[config.mk]
export PLATFORM = sky130hd
export DESIGN_NAME = multi_cycle_ctrl
export DESIGN_NICKNAME = d
export VERILOG_FILES = /design/src/rtl/multi_cycle_ctrl.sv
export SDC_FILE = /design/constraint.sdc
export NUM_CORES = 1
export LEC_CHECK = 0
export ABC_AREA = 1
export CAP_MARGIN = 0
export CORE_UTILIZATION = 40
export CTS_CLUSTER_SIZE = 40
export DETAILED_ROUTE_END_ITERATION = 6
export PLACE_DENSITY_LB_ADDON = 0.2
export SYNTH_ARGS = -nofsm -noshare
export SYNTH_HDL_FRONTEND = slang
export SYNTH_SLANG_ARGS = --single-unit
[constraint.sdc]
create_clock -name clk -period 2.4 [get_ports clk]
set_clock_uncertainty 0.15 [all_clocks]
set_input_delay 0.72 -clock clk [delete_from_list [all_inputs] [get_ports clk]]
set_output_delay 0.72 -clock clk [all_outputs]
set_load 0.02 [all_outputs]
[src/rtl/multi_cycle_ctrl.sv]
// multi_cycle_ctrl: main control FSM of the multi-cycle MIPS core.
// Sequences the datapath through fetch/decode/execute/memory/writeback.
// Memory states stall on mem_ready unless USE_MEM_READY=0.
// Ports:
//   clk, rst          clock, async active-high reset
//   op[5:0]           opcode IR[31:26], stable from DECODE to end of instr
//   mem_ready         memory access completes this cycle
//   pcwrite..pcsrc    datapath controls, decoded from state (+ mem_ready)
//   illegal_op        pulse: unsupported opcode seen in DECODE
//   instr_done        pulse in the final cycle of each instruction
//   state[3:0]        current state, for debug
module multi_cycle_ctrl #(
  parameter logic USE_MEM_READY = 1'b1
) (
  input  logic       clk,
  input  logic       rst,
  input  logic [5:0] op,
  input  logic       mem_ready,
  output logic       pcwrite,
  output logic       branch,
  output logic       iord,
  output logic       memwrite,
  output logic       irwrite,
  output logic       regdst,
  output logic       memtoreg,
  output logic       regwrite,
  output logic       alusrca,
  output logic [1:0] alusrcb,
  output logic [1:0] aluop,
  output logic [1:0] pcsrc,
  output logic       illegal_op,
  output logic       instr_done,
  output logic [3:0] state
);

  typedef enum logic [3:0] {
    IDLE   = 4'd0,
    FETCH  = 4'd1,
    DECODE = 4'd2,
    MEMADR = 4'd3,
    MEMRD  = 4'd4,
    MEMWB  = 4'd5,
    MEMWR  = 4'd6,
    EXEC   = 4'd7,
    ALUWB  = 4'd8,
    BRANCH = 4'd9,
    ADDIEX = 4'd10,
    ADDIWB = 4'd11,
    JUMP   = 4'd12
  } state_t;

  localparam logic [5:0] OP_LW   = 6'b100011;
  localparam logic [5:0] OP_SW   = 6'b101011;
  localparam logic [5:0] OP_R    = 6'b000000;
  localparam logic [5:0] OP_BEQ  = 6'b000100;
  localparam logic [5:0] OP_ADDI = 6'b001000;
  localparam logic [5:0] OP_J    = 6'b000010;

  state_t state_q, state_d;
  logic   mr;

  // With wait states disabled every memory access completes in one cycle.
  assign mr    = USE_MEM_READY ? mem_ready : 1'b1;
  assign state = state_q;

  always_comb begin
    state_d    = IDLE;
    pcwrite    = 1'b0;
    branch     = 1'b0;
    iord       = 1'b0;
    memwrite   = 1'b0;
    irwrite    = 1'b0;
    regdst     = 1'b0;
    memtoreg   = 1'b0;
    regwrite   = 1'b0;
    alusrca    = 1'b0;
    alusrcb    = 2'b00;
    aluop      = 2'b00;
    pcsrc      = 2'b00;
    illegal_op = 1'b0;
    instr_done = 1'b0;
    case (state_q)
      IDLE: state_d = FETCH;
      FETCH: begin
        alusrcb = 2'b01;
        irwrite = mr;
        pcwrite = mr;
        state_d = mr ? DECODE : FETCH;
      end
      DECODE: begin
        // Branch target is computed here, ahead of knowing the opcode.
        alusrcb = 2'b11;
        case (op)
          OP_LW, OP_SW: state_d = MEMADR;
          OP_R:         state_d = EXEC;
          OP_BEQ:       state_d = BRANCH;
          OP_ADDI:      state_d = ADDIEX;
          OP_J:         state_d = JUMP;
          default: begin
            state_d    = FETCH;
            illegal_op = 1'b1;
            instr_done = 1'b1;
          end
        endcase
      end
      MEMADR: begin
        alusrca = 1'b1;
        alusrcb = 2'b10;
        state_d = (op == OP_SW) ? MEMWR : MEMRD;
      end
      MEMRD: begin
        iord    = 1'b1;
        state_d = mr ? MEMWB : MEMRD;
      end
      MEMWB: begin
        memtoreg   = 1'b1;
        regwrite   = 1'b1;
        instr_done = 1'b1;
        state_d    = FETCH;
      end
      MEMWR: begin
        iord       = 1'b1;
        memwrite   = 1'b1;
        instr_done = mr;
        state_d    = mr ? FETCH : MEMWR;
      end
      EXEC: begin
        alusrca = 1'b1;
        aluop   = 2'b10;
        state_d = ALUWB;
      end
      ALUWB: begin
        regdst     = 1'b1;
        regwrite   = 1'b1;
        instr_done = 1'b1;
        state_d    = FETCH;
      end
      BRANCH: begin
        alusrca    = 1'b1;
        aluop      = 2'b01;
        pcsrc      = 2'b01;
        branch     = 1'b1;
        instr_done = 1'b1;
        state_d    = FETCH;
      end
      ADDIEX: begin
        alusrca = 1'b1;
        alusrcb = 2'b10;
        state_d = ADDIWB;
      end
      ADDIWB: begin
        regwrite   = 1'b1;
        instr_done = 1'b1;
        state_d    = FETCH;
      end
      JUMP: begin
        pcsrc      = 2'b10;
        pcwrite    = 1'b1;
        instr_done = 1'b1;
        state_d    = FETCH;
      end
      default: state_d = IDLE;  // unused codes 13-15 recover via IDLE
    endcase
  end

  always_ff @(posedge clk or posedge rst) begin
    if (rst) state_q <= IDLE;
    else     state_q <= state_d;
  end

endmodule

==> results of run 1 <==
[cells by family after synthesis]
logic type	Yosys count	synth area share
AO/OA/AOI/OAI	6	0.06089
buffers and inverters	22	0.1639
flip-flops	4	0.1874
AND/OR/NAND/NOR	68	0.5878
[through the flow]
step | hold slack [ns] | TNS (ns) | utilization | instance area (µm²)
floorplan | 0.3361 | 0 | - | 534.3
global placement | 0.5661 | -2.459 | 0.8558 | 1002
detailed placement | 0.5997 | -2.915 | 0.8558 | 1002
[synth_stat cells]
| cell type | instances |
|---|---|
| nand4_1 | 2 |
| nor2_2 | 2 |
| nand2_1 | 27 |
| nor2_4 | 2 |
| nand2_2 | 5 |
| a21oi_1 | 3 |
| buf_2 | 1 |
| clkinv_1 | 1 |
| buf_4 | 1 |
| and2_1 | 1 |
| nand3_1 | 8 |
| dfrtp_1 | 4 |
| nor3_1 | 1 |
| nand3b_1 | 2 |
| o21ai_0 | 2 |
| nor2_1 | 18 |
| inv_1 | 16 |
| o211ai_1 | 1 |
| inv_2 | 3 |
==> flow_summary.ini, run 1 <==
[placement]
io_buffer_count = 29
place_ws_ns = -0.8395
dp_hpwl_mm = 1.655
dp.cells = 164
gp_routability_congestion = 0.9074

[floorplan]
std_cell_rows = 12
pin_count = 30
die_y_um = 38.55
start_util = 0.4562
die_x_um = 38.55

[synthesis]
netlist_area_um2 = 534.3
ys_seq_area_frac = 0.1874
yosys.area.top_type = nand2_1
syn_inst = 100
synthDistinctLibCells = 19
avgSynthCellArea_um2 = 5.343
netlist_top_cells_area = nand2_1 (19%), dfrtp_1 (19%), nor2_1 (13%)
synthesis.nets = 109
ys_seq_elements = 4
yosys.area.top_type_share = 0.1897
ys.warnings.count = 0

[status]
stop_stage = clock tree synthesis (4_1_cts)
status = stopped before the end
error_line = [ERROR DPL-0033] detailed placement checks failed during check placement.

[clock_tree]
cts_num_sinks = 4
cts_hold_buffers = 0
h-tree-depth = 1
post_cts_buffers = 19
cts_resized = 73
cts_inserted_buffers = 3
clockBufferDepth = 2
root_buffer = clkbuf_4
==> run 2, diff against run 1 <==
--- a/config.mk
+++ b/config.mk
@@ -7,10 +7,10 @@
 export LEC_CHECK = 0
 export ABC_AREA = 1
 export CAP_MARGIN = 0
-export CORE_UTILIZATION = 40
-export CTS_CLUSTER_SIZE = 40
+export CORE_AREA = 2 2 63 65
 export DETAILED_ROUTE_END_ITERATION = 6
-export PLACE_DENSITY_LB_ADDON = 0.2
+export DIE_AREA = 0 0 65 67
+export PLACE_DENSITY_LB_ADDON = 0.15
 export SYNTH_ARGS = -nofsm -noshare
 export SYNTH_HDL_FRONTEND = slang
 export SYNTH_SLANG_ARGS = --single-unit
==> flow_summary.ini, run 2 <==
[clock_tree]
insertion_delay_ns = 0.22
cts_tree = done
h-tree-depth = 1
clockBufferDepth = 2
root_buffer = clkbuf_8
cts_num_sinks = 4
clkTransAtPathRegs_ns = 0.03
cts_hold_buffers = 0
cts_inserted_buffers = 3

[synthesis]
yosys.area.top_type_share = 0.1897
synthTopCellsByCount = nand2_1 (27), nor2_1 (18), inv_1 (16)
synth-async-reset-ratio = 1.000
ys_seq_elements = 4
synthDistinctLibCells = 19
ys_seq_area_frac = 0.1874
yosys.area.top_type = nand2_1
ys.warnings.count = 0
avgSynthCellArea_um2 = 5.343
synth_most_common_cell = nand2_1
netlist_area_um2 = 534.3
netlist_top_cells_area = nand2_1 (19%), dfrtp_1 (19%), nor2_1 (13%)
synth-edff-count = 0
synthesis.nets = 109
syn_inst = 100
ys_dominant_reg_cell = dfrtp_1

[placement]
gp_routability_congestion = 0.7482
place_ws_ns = -0.8037
dp_hpwl_mm = 1.633
io_buffer_count = 29

[pwr]
p_per_area_nw_per_um2 = 827.9
power_mw = 1.012
p_leak_nw = 0.7085
irDropWorstVdd_v = 0.0002044

[worst_setup_path]
r2r-start = state[0]$_DFF_PP0_
max_stage_delay_ns = 0.15
cp_max_fo = 3
crit_family = simple AND/OR/NAND/NOR gates
startpoint = op[0]
path_cells = buf_4, nor2_4, nand2_2, a21oi_2, nor2_1, nand3_1, nand2_1, buf_6
critPathRequiredTime_ns = 1.53
worst_ep_arrival_time_ns = 1.58
critPathCaptureType = primary output
cp-start-kind = input port
crit_path_top_delay_cell = a21oi_2
crit_type = in2out
worst-path-buf-inv = 2

[floorplan]
die_y_um = 67
die_x_um = 65
start_util = 0.1482
std_cell_rows = 22
pin_count = 30
coreArea_um2 = 3606
die-area_um2 = 4355

[global_route]
grt_pass1_wl_mm = 3.539
grt_pass1_vias = 810
grt-ovfl-total = 0
antenna_found_initial = 0
grt_usage = 0.1055
grt_start_max_net_pins = 8

[route]
drt-initial-drc-count = 23
post-route-drc-count = 0
drt-total-wl_mm = 2.195
wl_per_cell_um = 10.02
ant_nets = 0
vias_per_cell = 3.918
first_pass_iters = 4
vias = 858

[timing]
rsz0062_at_grt = true
fin_crit_sh = 1.023
fmax_mhz = 407.4
slew_viol_final = 0
worst_slew_pin_slew_ns = 0.2269
setup-violations-final = 2
finalCriticalPeriod_ns = 2.455
fin_ws_ns = -0.05486
final-hold-violation-count = 0
relSlewSlack = 0.8483

[finish]
nets = 182
antenna_cells = 0
fill_cells = 401
postLayoutCoreUtil = 0.3390
mostFrequentLayoutCells = buf_4 (40), nand2_1 (25), inv_1 (15)
area_growth_pct = 128.8
mostFrequentLayoutCell = buf_4
drive_gt1_frac = 0.5263
largest_reg_flops = 4

[hold_path]
holdCritPathClass = in2async

[status]
status = finished with violations
failed_checks = setup timing

[job]
max_cap_viol_count = 0
[run 2: per-stage QoR]
step / cell area, µm² / TNS (ns) / instances / hold slack (ns)
3_3_place_gp: 1082 / -3.093 / 203 / 0.6151
3_5_place_dp: 1082 / -3.188 / 203 / 0.6362
5_1_grt: 1222 / -0.2660 / 219 / 0.5419
2_1_floorplan: 534.3 / 0 / 100 / 0.3361
4_1_cts: 1222 / 0 / 218 / 0.5358
6_report: 1222 / -0.08913 / 219 / 0.5367
[run 2: power breakdown]
group / total (mW) / internal, mW / switching, mW
clock: 0.142 / 0.107 / 0.0347
combinational: 0.737 / 0.335 / 0.401
sequential: 0.134 / 0.0942 / 0.0397
[run 2: what timing repair did]
action	4_1_cts	5_1_grt
buffers inserted	12	1
pin swaps	10	6
gates resized for setup	75	27
setup endpoints to repair	17	14
[run 2: routing by layer]
| metal | vias up | GRT usage | wire [µm] |
|---|---|---|---|
| met5 | - | 0 | 0 |
| met4 | 0 | 0.007979 | 42 |
| met3 | 4 | 0.03378 | 118 |
| met2 | 30 | 0.1933 | 1114 |
| met1 | 378 | 0.1242 | 920 |
| li1 | 446 | - | - |
[run 2: final timing paths]
check                                          end  slack [ns]  cells past startpoint
worst max-delay path                    instr_done       -0.05                      8
worst min-delay path            state[0]$_DFF_PP0_        0.54                      2
worst max register to register  state[1]$_DFF_PP0_        0.90                      8
worst min register to register  state[2]$_DFF_PP0_        0.62                      3
max in group asynchronous       state[1]$_DFF_PP0_        1.39                      2
min in group clk                state[2]$_DFF_PP0_        0.62                      3
[run 2: final cells by class]
cell class | count | area (µm²) | area share
Timing Repair Buffer | 70 | 540.5 | 0.4422
Clock buffer | 3 | 41.29 | 0.03378
Tap cell | 48 | 60.06 | 0.04913
Sequential cell | 4 | 103.9 | 0.08495
Multi-Input combinational cell | 74 | 401.6 | 0.3286
Inverter | 20 | 75.07 | 0.06141
[run 2: kinds of logic after synthesis]
logic type | Yosys count | synth area share
buffers and inverters | 22 | 0.1639
and+or+nand+nor | 68 | 0.5878
DFF | 4 | 0.1874
AOI/OAI and AO/OA | 6 | 0.06089
[run 2: worst register-to-register path, cell delays in order (launching register included)]
cell and delay, ns:
dfrtp_1 0.41, buf_4 0.18, nand2_1 0.15, nor2_2 0.06, nand2_2 0.08, buf_4 0.11
nand3_1 0.06, nor2_1 0.12, nand2_1 0.06
No activity file was read; power rests on OpenSTA's default activity.
